--- config.mk ---
export PLATFORM = sky130hd
export DESIGN_NAME = bmp_pix_unpack
export DESIGN_NICKNAME = d
export VERILOG_FILES = /design/src/rtl/bmp_pix_unpack.sv
export SDC_FILE = /design/constraint.sdc
export NUM_CORES = 1
export LEC_CHECK = 0
export ABC_AREA = 1
export BUFFER_PORTS_ARGS = -buffer_cell sky130_fd_sc_hd__buf_2
export CORE_MARGIN = 10
export CORE_UTILIZATION = 45
export CTS_CLUSTER_SIZE = 12
export DETAILED_ROUTE_END_ITERATION = 10
export PLACE_DENSITY_LB_ADDON = 0.05
export SYNTH_ARGS = -nofsm -noshare
export SYNTH_HDL_FRONTEND = slang
export SYNTH_SLANG_ARGS = --single-unit
--- constraint.sdc ---
create_clock -name clk -period 2.95 [get_ports clk]
set_clock_uncertainty 0.15 [all_clocks]
set_input_delay 0.59 -clock clk [delete_from_list [all_inputs] [get_ports clk]]
set_output_delay 0.59 -clock clk [all_outputs]
set_load 0.01 [all_outputs]
--- src/rtl/bmp_pix_unpack.sv ---
// bmp_pix_unpack: turns the SD-card BMP byte stream into RGB565 pixel writes.
// Skips the file header, unpacks packed B,G,R bytes from 16-bit words
// (first byte in [15:8]), drops the per-row padding to a 4-byte boundary and
// strobes one RGB565 pixel per R byte.
// Optional feature macro: BMP_PIX_UNPACK_COLOR_KEY_EN (transparency key remap).
module bmp_pix_unpack #(
    parameter int HDR_BYTES = 54,
    parameter int IMG_W     = 1024,
    parameter int IMG_H     = 768
`ifdef BMP_PIX_UNPACK_COLOR_KEY_EN
    ,
    parameter logic [23:0] KEY_RGB = 24'hFF00FF,
    parameter logic [15:0] KEY_OUT = 16'h0001
`endif
) (
    input  logic        clk,
    input  logic        rst_n,
    input  logic        pic_start,
    input  logic        sd_rd_val_en,
    input  logic [15:0] sd_rd_val_data,
    output logic        pix_en,
    output logic [15:0] pix_data,
    output logic        pic_done,
    output logic        busy
);

    localparam int ROW_PAD = (4 - ((IMG_W * 3) % 4)) % 4;
    localparam int PIX_NUM = IMG_W * IMG_H;
    localparam int PW      = $clog2(PIX_NUM + 1);
    localparam int CW      = $clog2(IMG_W + 1);
    localparam int HW      = (HDR_BYTES > 2) ? $clog2(HDR_BYTES) : 1;

    localparam logic [HW-1:0] HDR_LAST = HW'(HDR_BYTES - 1);
    localparam logic [CW-1:0] COL_END  = CW'(IMG_W);
    localparam logic [PW-1:0] PIX_LAST = PW'(PIX_NUM - 1);
    localparam logic [1:0]    PAD_LAST = 2'((ROW_PAD == 0) ? 0 : ROW_PAD - 1);

    typedef enum logic [1:0] {
        IDLE,
        HDR,
        PIX,
        DONE
    } state_t;

    state_t         state, state_n;
    logic [HW-1:0]  hdr_cnt, hdr_n;
    logic [1:0]     phase, phase_n;
    logic [CW-1:0]  col_cnt, col_n;
    logic [1:0]     pad_cnt, pad_n;
    logic [PW-1:0]  pix_cnt, pixc_n;
    logic [7:0]     b_hold, b_n;
    logic [7:0]     g_hold, g_n;
    logic [7:0]     lane_byte;
    logic [15:0]    rgb565;
    logic [15:0]    pix_n;
    logic           emit_n;
    logic           done_n;

    // State register for the picture parser.
    always_ff @(posedge clk or negedge rst_n) begin
        if (!rst_n) begin
            state <= IDLE;
        end else begin
            state <= state_n;
        end
    end

    // Walk both byte lanes of the word in order and classify each as header, colour or padding.
    always_comb begin
        state_n   = state;
        hdr_n     = hdr_cnt;
        phase_n   = phase;
        col_n     = col_cnt;
        pad_n     = pad_cnt;
        pixc_n    = pix_cnt;
        b_n       = b_hold;
        g_n       = g_hold;
        pix_n     = pix_data;
        lane_byte = 8'h00;
        rgb565    = 16'h0000;
        emit_n    = 1'b0;
        done_n    = 1'b0;

        if (pic_start) begin
            state_n = HDR;
            hdr_n   = '0;
            phase_n = 2'd0;
            col_n   = '0;
            pad_n   = 2'd0;
            pixc_n  = '0;
        end else if (sd_rd_val_en) begin
            for (int lane = 0; lane < 2; lane++) begin
                lane_byte = (lane == 0) ? sd_rd_val_data[15:8] : sd_rd_val_data[7:0];
                case (state_n)
                    HDR: begin
                        if (hdr_n == HDR_LAST) begin
                            hdr_n   = '0;
                            state_n = PIX;
                        end else begin
                            hdr_n = hdr_n + 1'b1;
                        end
                    end
                    PIX: begin
                        if ((ROW_PAD != 0) && (col_n == COL_END)) begin
                            if (pad_n == PAD_LAST) begin
                                pad_n = 2'd0;
                                col_n = '0;
                            end else begin
                                pad_n = pad_n + 2'd1;
                            end
                        end else begin
                            case (phase_n)
                                2'd0: begin
                                    b_n     = lane_byte;
                                    phase_n = 2'd1;
                                end
                                2'd1: begin
                                    g_n     = lane_byte;
                                    phase_n = 2'd2;
                                end
                                2'd2: begin
                                    rgb565 = {lane_byte[7:3], g_n[7:2], b_n[7:3]};
`ifdef BMP_PIX_UNPACK_COLOR_KEY_EN
                                    if ({lane_byte, g_n, b_n} == KEY_RGB) begin
                                        pix_n = KEY_OUT;
                                    end else if (rgb565 == KEY_OUT) begin
                                        pix_n = KEY_OUT ^ 16'h0020;
                                    end else begin
                                        pix_n = rgb565;
                                    end
`else
                                    pix_n = rgb565;
`endif
                                    emit_n  = 1'b1;
                                    phase_n = 2'd0;
                                    col_n   = col_n + 1'b1;
                                    if ((ROW_PAD == 0) && (col_n == COL_END)) begin
                                        col_n = '0;
                                    end
                                    if (pixc_n == PIX_LAST) begin
                                        state_n = DONE;
                                        done_n  = 1'b1;
                                    end
                                    pixc_n = pixc_n + 1'b1;
                                end
                                default: phase_n = 2'd0;
                            endcase
                        end
                    end
                    default: ;
                endcase
            end
        end
    end

    // Counters, colour holding bytes and the registered pixel outputs.
    always_ff @(posedge clk or negedge rst_n) begin
        if (!rst_n) begin
            hdr_cnt  <= '0;
            phase    <= 2'd0;
            col_cnt  <= '0;
            pad_cnt  <= 2'd0;
            pix_cnt  <= '0;
            b_hold   <= 8'h00;
            g_hold   <= 8'h00;
            pix_en   <= 1'b0;
            pix_data <= 16'h0000;
            pic_done <= 1'b0;
            busy     <= 1'b0;
        end else begin
            hdr_cnt  <= hdr_n;
            phase    <= phase_n;
            col_cnt  <= col_n;
            pad_cnt  <= pad_n;
            pix_cnt  <= pixc_n;
            b_hold   <= b_n;
            g_hold   <= g_n;
            pix_en   <= emit_n;
            pix_data <= pix_n;
            pic_done <= done_n;
            busy     <= (state_n == HDR) || (state_n == PIX);
        end
    end

endmodule

==> reports/summary.md, run 1 <==
The run finished with clean final reports. The post-synthesis instance area came out at 4310 sq um. The root buffer cell was sky130_fd_sc_hd__clkbuf_8. The maximum net fanout on the critical path came out at 5. The launching element type of the critical path was a flop. sky130_fd_sc_hd__nand2_1 is the most common cell in the netlist. Sequential share of the synthesized area: 34.9%. Number of endpoints with negative hold slack in the final report: 0.

Of the total power, the share spent switching nets is 34.8%. The clock passes through at most 2 buffers. Cells with a size suffix above 1 make up 21.2% of the layout. The horizontal die dimension is 118 um. For the distinct cell type count after synthesis, the log shows 38. After technology mapping, the gate count stands at 641. The final worst-path cycle share works out to 94.5%. For the worst-skew pair, the clock arrives at the later sink with an insertion delay of 0.35 ns.

The routed layout has 4382 vias. The area share of the largest cell type after synthesis was 34.9%; the internal power component was 1.55 mW. The xor-xnor portion of the synthesized cell area was 1.60%.

The tools report the worst-case setup slack after placement as 0.0696 ns. The floorplan step defined a die boundary enclosing 13900 sq um. The clock net in this run drives a total of 60 sinks. The via density per instance is 5.18, and the total number of H-tree levels is 3.

Detailed-route wire length per cell: 14.1 um. The number of antenna diodes in the final layout is 0. At the pin with the least slew margin, the transition time is 0.805 ns. The mux contribution to synthesized area was 0%. The synthesized netlist devotes 16.7% of its cell area to compound gates. The tools report the arrival time of the worst setup path as 2.92 ns. The starting utilization of the core area came out at 46.4%. The row count is 35, and the vertical extent of the die is 118 um. After layout, the worst setup slack is 0.161 ns. The finished cells cover 5210 sq um. The class of the most critical setup path was reg -> reg. Counting the buffers created by CTS gives 9.

For the leakage power, the log shows 2.53 nW. The tightest min-delay check is of the in -> async type. The logs give 19800 um for the wire length of the first global-routing pass and 17.0% for the overall fraction of global-route tracks in use.

The area growth from synthesis to final layout is 21.0%. The tools report the total detailed-routing wirelength as 11900 um. The multi-input combinational cells in the finished layout cover a total of 2440 sq um. The tools report the number of maximum-capacitance constraint violations as 0. Normalized max-slew margin: 46.4%.

TritonCTS built the clock tree. The global-route congestion overflow total was 0. The floorplan core area is 9280 sq um. Ranked by total cell area, the synthesized netlist is headed by sky130_fd_sc_hd__dfrtp_1, sky130_fd_sc_hd__nand2_1, sky130_fd_sc_hd__inv_1. Summing all placed instances gives a cell area of 4880 sq um. Setup violations remaining at the end of the flow were counted as 0. The primary flip-flop cell chosen by synthesis mapping was sky130_fd_sc_hd__dfrtp_1.

The post-route worst hold slack is 0.174 ns, and the portion of total power attributed to combinational logic is 27.7%. For the worst setup path, the data required time is 3.08 ns. Cells fill 56.2% of the core in the end.

In the routed design, unresolved DRC markers number 0. Setup repair after global routing could not meet its margin everywhere. The pre-antenna-repair detailed-routing pass consisted of 5 iterations. Counting flops with an async set or reset pin after synthesis yields a share of 100%. The worst-case IR drop observed on VDD is 0.312 mV. The switching power total came out at 828 uW.

The commonest cells after synthesis are sky130_fd_sc_hd__nand2_1, sky130_fd_sc_hd__inv_1, sky130_fd_sc_hd__nor2_1. The library cell occupying the most area in the post-synthesis netlist was sky130_fd_sc_hd__dfrtp_1. The number of design-rule violations left by the first detailed-router iteration was 318; the clock network power share was 32.5%. The number of port buffers came out at 34. The max-slew violation count is 0. For this run, the number of Yosys warnings is 0. The fraction of the mapped netlist area in adder cells was 3.19%.

Static timing analysis puts the maximum clock frequency at 359 MHz. For this design the ratio of total power to cell area is 456 nW/um^2. The via count of the first global-routing pass was 4168; the post-synthesis share of cell area spent on and, or, nand and nor gates was 32.8%.

STA classifies the critical path endpoint as a flop. The final layout contains 743 nets. The tools report the launch instance of the worst register-to-register path as state[1]. The congestion estimate from routability-driven global placement came to 0.910.

The clock transition time at the flip-flop clock pins of the worst setup and hold paths was 0.08 ns; the number of hold-repair buffers added at the cts stage was 0. After legalization and detailed placement, the total HPWL measured 8940 um. The count of nets left with antenna violations once routing finished came out at 0. In this run, synthesis inferred 0 flip-flops with an integrated enable.

Registers take 1500 sq um. The largest family of logic cells by synthesized area is simple AND/OR/NAND/NOR gates. The synthesized flop and latch total was 60.

Synthesis produced a netlist with a net count of 672. Entering global routing, the biggest net connects 35 pins. Initial antenna violation count: 0. The number of I/O pins is 39, and the clock period minus worst slack is 2.79 ns. The critical path starts at state[1]. Each instance of the synthesized netlist takes up on average 6.72 sq um. The share of total power dissipated in sequential elements is 39.8%. The run gives 914 as the filler cell count in the final layout.
## per-layer routing
| metal | part of all wire (%) | up-vias | routed length [um] | GRT usage, % |
|---|---|---|---|---|
| met1 | 47 | 2011 | 5650 | 22.5 |
| met3 | 5.7 | 15 | 675 | 4.12 |
| met2 | 46 | 131 | 5440 | 26.6 |
| li1 | - | 2225 | - | - |
| met4 | 1.1 | 0 | 127 | 4.87 |
| met5 | 0 | - | 0 | 0 |
## registers in the layout (all words and copies together), names as in the netlist, 2 cells and up
name	cells
hdr_cnt	6
g_hold	6
phase	2
pix_data	16
pix_cnt	20
b_hold	5
state	2
## power by group through the flow
| stage | sequential [mW] | combinational [mW] | clock, mW |
|---|---|---|---|
| floorplan | 0.961 | 0.420 | 0 |
| global placement | 0.957 | 0.607 | 0 |
| detailed placement | 0.961 | 0.629 | 0 |
| CTS | 0.944 | 0.632 | 0.796 |
| global route | 0.954 | 0.757 | 0.829 |
| finish | 0.944 | 0.658 | 0.773 |
## placed cells by master (no fill, tap or decap), types with 10 or more instances in the layout
master	Yosys	layout
sky130_fd_sc_hd__nand3_1	41	37
sky130_fd_sc_hd__inv_1	97	93
sky130_fd_sc_hd__ha_1	11	10
sky130_fd_sc_hd__nor3_1	12	11
sky130_fd_sc_hd__nand2_1	146	143
sky130_fd_sc_hd__o21ai_0	56	56
sky130_fd_sc_hd__nor2_2	13	14
sky130_fd_sc_hd__buf_4	1	40
sky130_fd_sc_hd__nor2_1	62	58
sky130_fd_sc_hd__nand4_1	14	14
sky130_fd_sc_hd__buf_2	3	34
sky130_fd_sc_hd__dfrtp_1	60	60
sky130_fd_sc_hd__a21oi_1	51	50
## critical path: stages (launching register included)
cell,delay [ns]
sky130_fd_sc_hd__dfrtp_1,0.41
sky130_fd_sc_hd__ha_1,0.24
sky130_fd_sc_hd__buf_4,0.17
sky130_fd_sc_hd__inv_2,0.09
sky130_fd_sc_hd__nand2_1,0.07
sky130_fd_sc_hd__nor2_1,0.12
sky130_fd_sc_hd__a21oi_2,0.05
sky130_fd_sc_hd__inv_1,0.09
sky130_fd_sc_hd__ha_4,0.16
sky130_fd_sc_hd__nand2_4,0.06
sky130_fd_sc_hd__nor2_4,0.20
sky130_fd_sc_hd__nand3_4,0.11
sky130_fd_sc_hd__inv_2,0.09
sky130_fd_sc_hd__nand4_1,0.21
sky130_fd_sc_hd__nor2_4,0.23
sky130_fd_sc_hd__nand2_1,0.07
sky130_fd_sc_hd__nand2_1,0.07
sky130_fd_sc_hd__nand3_1,0.06
sky130_fd_sc_hd__nand2_1,0.08
## timing repair
| action | in CTS | in global routing |
|---|---|---|
| resized for setup | 0 | 29 |
| endpoints found under the setup margin | 0 | 42 |
| buffers inserted | 0 | 4 |
## stage by stage
step / setup TNS [ns] / instances / power (mW)
final: 0 / 846 / 2.38
after global routing: -0.0463 / 846 / 2.54
after CTS: 0 / 842 / 2.37
after detailed placement: 0 / 826 / 1.59
after global placement: 0 / 826 / 1.56
after floorplan: 0 / 641 / 1.38
## final timing paths
kind                       cells after the start           end  slack, ns
max                                           18   pix_cnt[17]       0.16
max in group asynchronous                      2   pix_data[4]       1.75
min                                            1    pix_cnt[9]       0.17
max reg2reg                                   18   pix_cnt[17]       0.16
min reg2reg                                    2  pix_data[13]       0.33
min in group clk                               2  pix_data[13]       0.33
## cell families (layout without fill, tap and decap cells)
logic type | after synthesis | after routing
compound gates | 134 | 134
buf+inv | 120 | 196
flops | 60 | 60
fa+ha+maj | 11 | 11
simple gates | 309 | 309
xor+xnor | 7 | 7
## final cells by class
cell class	count	share of cell area (%)
repair buffers	77	10.0
clock inverters	7	1.46
clock buffers	9	2.38
flip-flops and latches	60	28.8
inverters	103	7.46
multi-input cells	461	46.8
well taps	129	3.10
(Power assumes the default switching activity.)
==> run 2: changes to the inputs <==
- ABC_AREA: 1 -> 0
- HOLD_SLACK_MARGIN: not set -> 0.03
- TNS_END_PERCENT: not set -> 20
==> reports/summary.md, run 2 <==
For the number of endpoints with negative hold slack in the final report, the log shows 0. Of the cells placed in the final design, the portion with a size suffix greater than 1 is 33.4%. The total number of H-tree levels is 3. In this run the critical register-to-register path is launched from hdr_cnt[1]. Number of clock sinks: 60.

The clock transition time at the flip-flop clock pins of the worst setup and hold paths works out to 0.08 ns. The run gives 37.2% as the sequential share of the synthesized area. The number of I/O pins is 39. The via count of the first global-routing pass was 3748. The power per cell area was 467 nW/um^2. Combinational logic is responsible for 34.5% of the overall power.

The worst setup path is launched from a flop. The number of antenna diodes in the final layout is 0. The primary flip-flop cell chosen by synthesis mapping is sky130_fd_sc_hd__dfrtp_1.

The first detailed-routing pass ran for 5 iterations. After synthesis, the cell types taking the most area are sky130_fd_sc_hd__dfrtp_1, sky130_fd_sc_hd__nand2_1, sky130_fd_sc_hd__o21ai_0. The initial antenna violation count is 0. Critical path's slowest cell: sky130_fd_sc_hd__dfrtp_1. After technology mapping, the gate count stands at 481.

From left edge to right edge, the die measures 115 um. In the synthesized netlist the async set-or-reset flop fraction comes to 100%. In this run, CTS created clock tree buffers numbering 9. The tools report the least setup slack across all paths after layout as -0.191 ns. The total overflow left after global routing is 0. TritonCTS built the clock tree. Setup repair after global routing could not meet its margin everywhere. Counting flops and latches in the post-synthesis netlist gives 60.

The run gives 627 as the final net count. The run gives 0.35 ns as the clock latency on the worst-skew pair. By count the netlist is led by sky130_fd_sc_hd__nand2_1, sky130_fd_sc_hd__dfrtp_1, sky130_fd_sc_hd__nor2_1. For this run, design rule violations remaining after detail routing come to 0.

The largest total area in the synthesized netlist belongs to sky130_fd_sc_hd__dfrtp_1. The final reports fail on negative setup slack. The register with the most flip-flops in the final layout is pix_cnt.

The wire length of the first global-routing pass was 18500 um. The run gives 5390 sq um as the final non-filler cell area. The area share of the largest cell type after synthesis is 37.2%. For this design the static power due to leakage is 2.51 nW. Timing analysis after detailed placement gives a worst setup slack of -0.325 ns.

The region available for standard cell placement spans 8720 sq um. The total detailed-routing wirelength is 11300 um. In the final layout, the registers with the most flip-flops are pix_cnt x20, pix_data x16. Post-synthesis instance area: 4040 sq um. Leaving out fill and tap cells, the most frequent cell in the layout is sky130_fd_sc_hd__buf_4. The switching power as a share of total power was 33.3%; the number of port buffers was 34. Yosys mapped a number of flops with a built-in enable equal to 0. The analysis attributes to net switching a power of 839 uW. Entering global routing, the biggest net connects 47 pins. Cell internal power was estimated by the tool at 1.68 mW. IR analysis of the VDD net gives a maximum drop of 0.560 mV. Class of the most critical setup path: reg -> reg. Final worst-path cycle share: 106%. The final RePlAce weighted congestion is 0.869, and the largest stage delay on the critical path is 0.38 ns. In this run the worst setup path begins at hdr_cnt[1].

Area growth from synthesis to final layout: 33.5%. The clock network is responsible for 30.4% of the overall power. The via density per instance was 5.56.

The number of endpoints failing setup at the final stage was 11; the normalized max-slew margin was 60.3%. The tools report the max-slew violation count as 0. Clock period minus worst slack: 3.14 ns. Hold is met by 0.178 ns. The number of maximum-capacitance constraint violations is 0, and the overall fraction of global-route tracks in use is 17.0%. Based on the critical path, the design can be clocked at up to 318 MHz.

The vertical extent of the die works out to 115 um. Clock tree synthesis selected as its root buffer the cell sky130_fd_sc_hd__clkbuf_8. For this block, the via count after detailed routing is 3940. The maximum net fanout on the critical path works out to 5. Counting along the longest clock path gives a buffer depth of 2. Row generation in the floorplan step produced 34 rows. Grouping stages by cell kind, the critical path spends the most delay in simple AND/OR/NAND/NOR gates.

The path class of the tightest hold or removal check is in -> async. The number of flip-flops under the largest register name was 20; the placed cell area was 4920 sq um. The flow ran to the end, but the final reports show violations. Data arrives at the worst endpoint at 3.26 ns. The mean area per synthesized cell is 8.39 sq um.

The worst setup path is captured at a flop. The number of buffers and inverters on the critical path is 3. The Yosys step of the flow raised 0 warnings. The detailed-route wire length per cell was 15.9 um; the floorplan die area was 13200 sq um. Synthesis produced a netlist with a net count of 512.

Of the total power, registers draw 35.0%. The initial utilization of the core area, before any placement, comes to 46.3%. For this block, the initial DRC count from the detailed router was 221. The data required time at the worst endpoint came out at 3.07 ns. Leaving out fill and tap cells, the most frequent cells in the layout are sky130_fd_sc_hd__buf_4, sky130_fd_sc_hd__nand2_1, sky130_fd_sc_hd__dfrtp_1, sky130_fd_sc_hd__nor2_1, sky130_fd_sc_hd__buf_2.

Traced cell by cell, the critical path runs through inv_1 > ha_2 > and4b_1 > nand2_2 > a21oi_2 > o2bb2ai_2 > inv_1 > ha_2 > a21bo_4 > buf_12 > a2111oi_4 > and2_4 > and4_1 > a22oi_1 > or3_1 > a21oi_2. For the slack of the worst reg-to-reg path, the log shows -0.19 ns. The distinct cell type count after synthesis was 68. The slew at the pin with the worst max-slew slack came out at 0.595 ns. In the post-synthesis netlist, the cell with the most instances is sky130_fd_sc_hd__nand2_1. The count of nets left with antenna violations once routing finished came out at 0. The tools report the total half-perimeter wirelength after legalization and detailed placement as 8140 um.
-- run 2: cell types whose count changed after synthesis, moves of 16 or more --
| cell | change |
|---|---|
| sky130_fd_sc_hd__o21ai_0 | -16 |
| sky130_fd_sc_hd__nand2_1 | -75 |
| sky130_fd_sc_hd__a21oi_1 | -21 |
| sky130_fd_sc_hd__inv_1 | -77 |
| sky130_fd_sc_hd__nand3_1 | -28 |
-- run 2: final timing paths --
| kind | cells after the start | end |
|---|---|---|
| max | 16 | pix_cnt[16] |
| min | 2 | pix_cnt[9] |
| max reg2reg | 16 | pix_cnt[16] |
| min reg2reg | 2 | pix_data[2] |
| max in group asynchronous | 3 | pix_cnt[0] |
| min in group clk | 2 | pix_data[2] |
-- run 2: stage by stage --
| step | utilization (%) | std cells | total power, mW | setup TNS [ns] |
|---|---|---|---|---|
| CTS | 60.5 | 705 | 2.46 | -1.25 |
| global route | 61.8 | 709 | 2.67 | -3.98 |
| finish | 61.8 | 709 | 2.52 | -1.08 |
| floorplan | - | 481 | 1.29 | -3.21 |
| global placement | 56.4 | 681 | 1.60 | -1.14 |
| detailed placement | 56.4 | 681 | 1.62 | -2.57 |
-- run 2: cells by family after synthesis --
logic type | after synthesis | share of synthesized area, %
buffers and inverters | 44 | 5.14
xor gates and xnor gates | 30 | 6.51
adders and majority gates | 11 | 3.41
muxes | 16 | 4.00
AOI/OAI and AO/OA | 113 | 17.4
DFF | 60 | 37.2
and+or+nand+nor | 207 | 26.3
-- run 2: power by group through the flow --
| stage | sequential, mW | combinational [mW] | clock, mW |
|---|---|---|---|
| after detailed placement | 0.897 | 0.720 | 0 |
| after global placement | 0.896 | 0.707 | 0 |
| after CTS | 0.883 | 0.791 | 0.785 |
| after floorplan | 0.907 | 0.388 | 0 |
| final | 0.883 | 0.869 | 0.767 |
| after global routing | 0.887 | 0.960 | 0.821 |
-- run 2: area by class of cell --
cell class	count	area (sq um)
inverters	20	75.1
clock buffers	9	124
repair buffers	128	905
multi-input cells	377	2570
well taps	108	135
fillers	766	3330
flip-flops and latches	60	1500
clock inverters	7	76.3
-- run 2: metal layers --
layer  up-vias  share of wire (%)  track usage [%]
li1       1942                  -                -
met1      1864                 48             24.5
met2       121                 45             25.3
met3        13                6.3             3.35
met4         0                1.4             4.62
met5         -                  0                0
-- run 2: repair_timing --
| action | in CTS | in global routing |
|---|---|---|
| gates resized for setup | 21 | 25 |
| setup endpoints to repair | 25 | 41 |
| hold buffers | 0 | 0 |
| setup buffers | 8 | 5 |
| endpoints found under the hold margin | 0 | 0 |
| pin swaps | 24 | 16 |
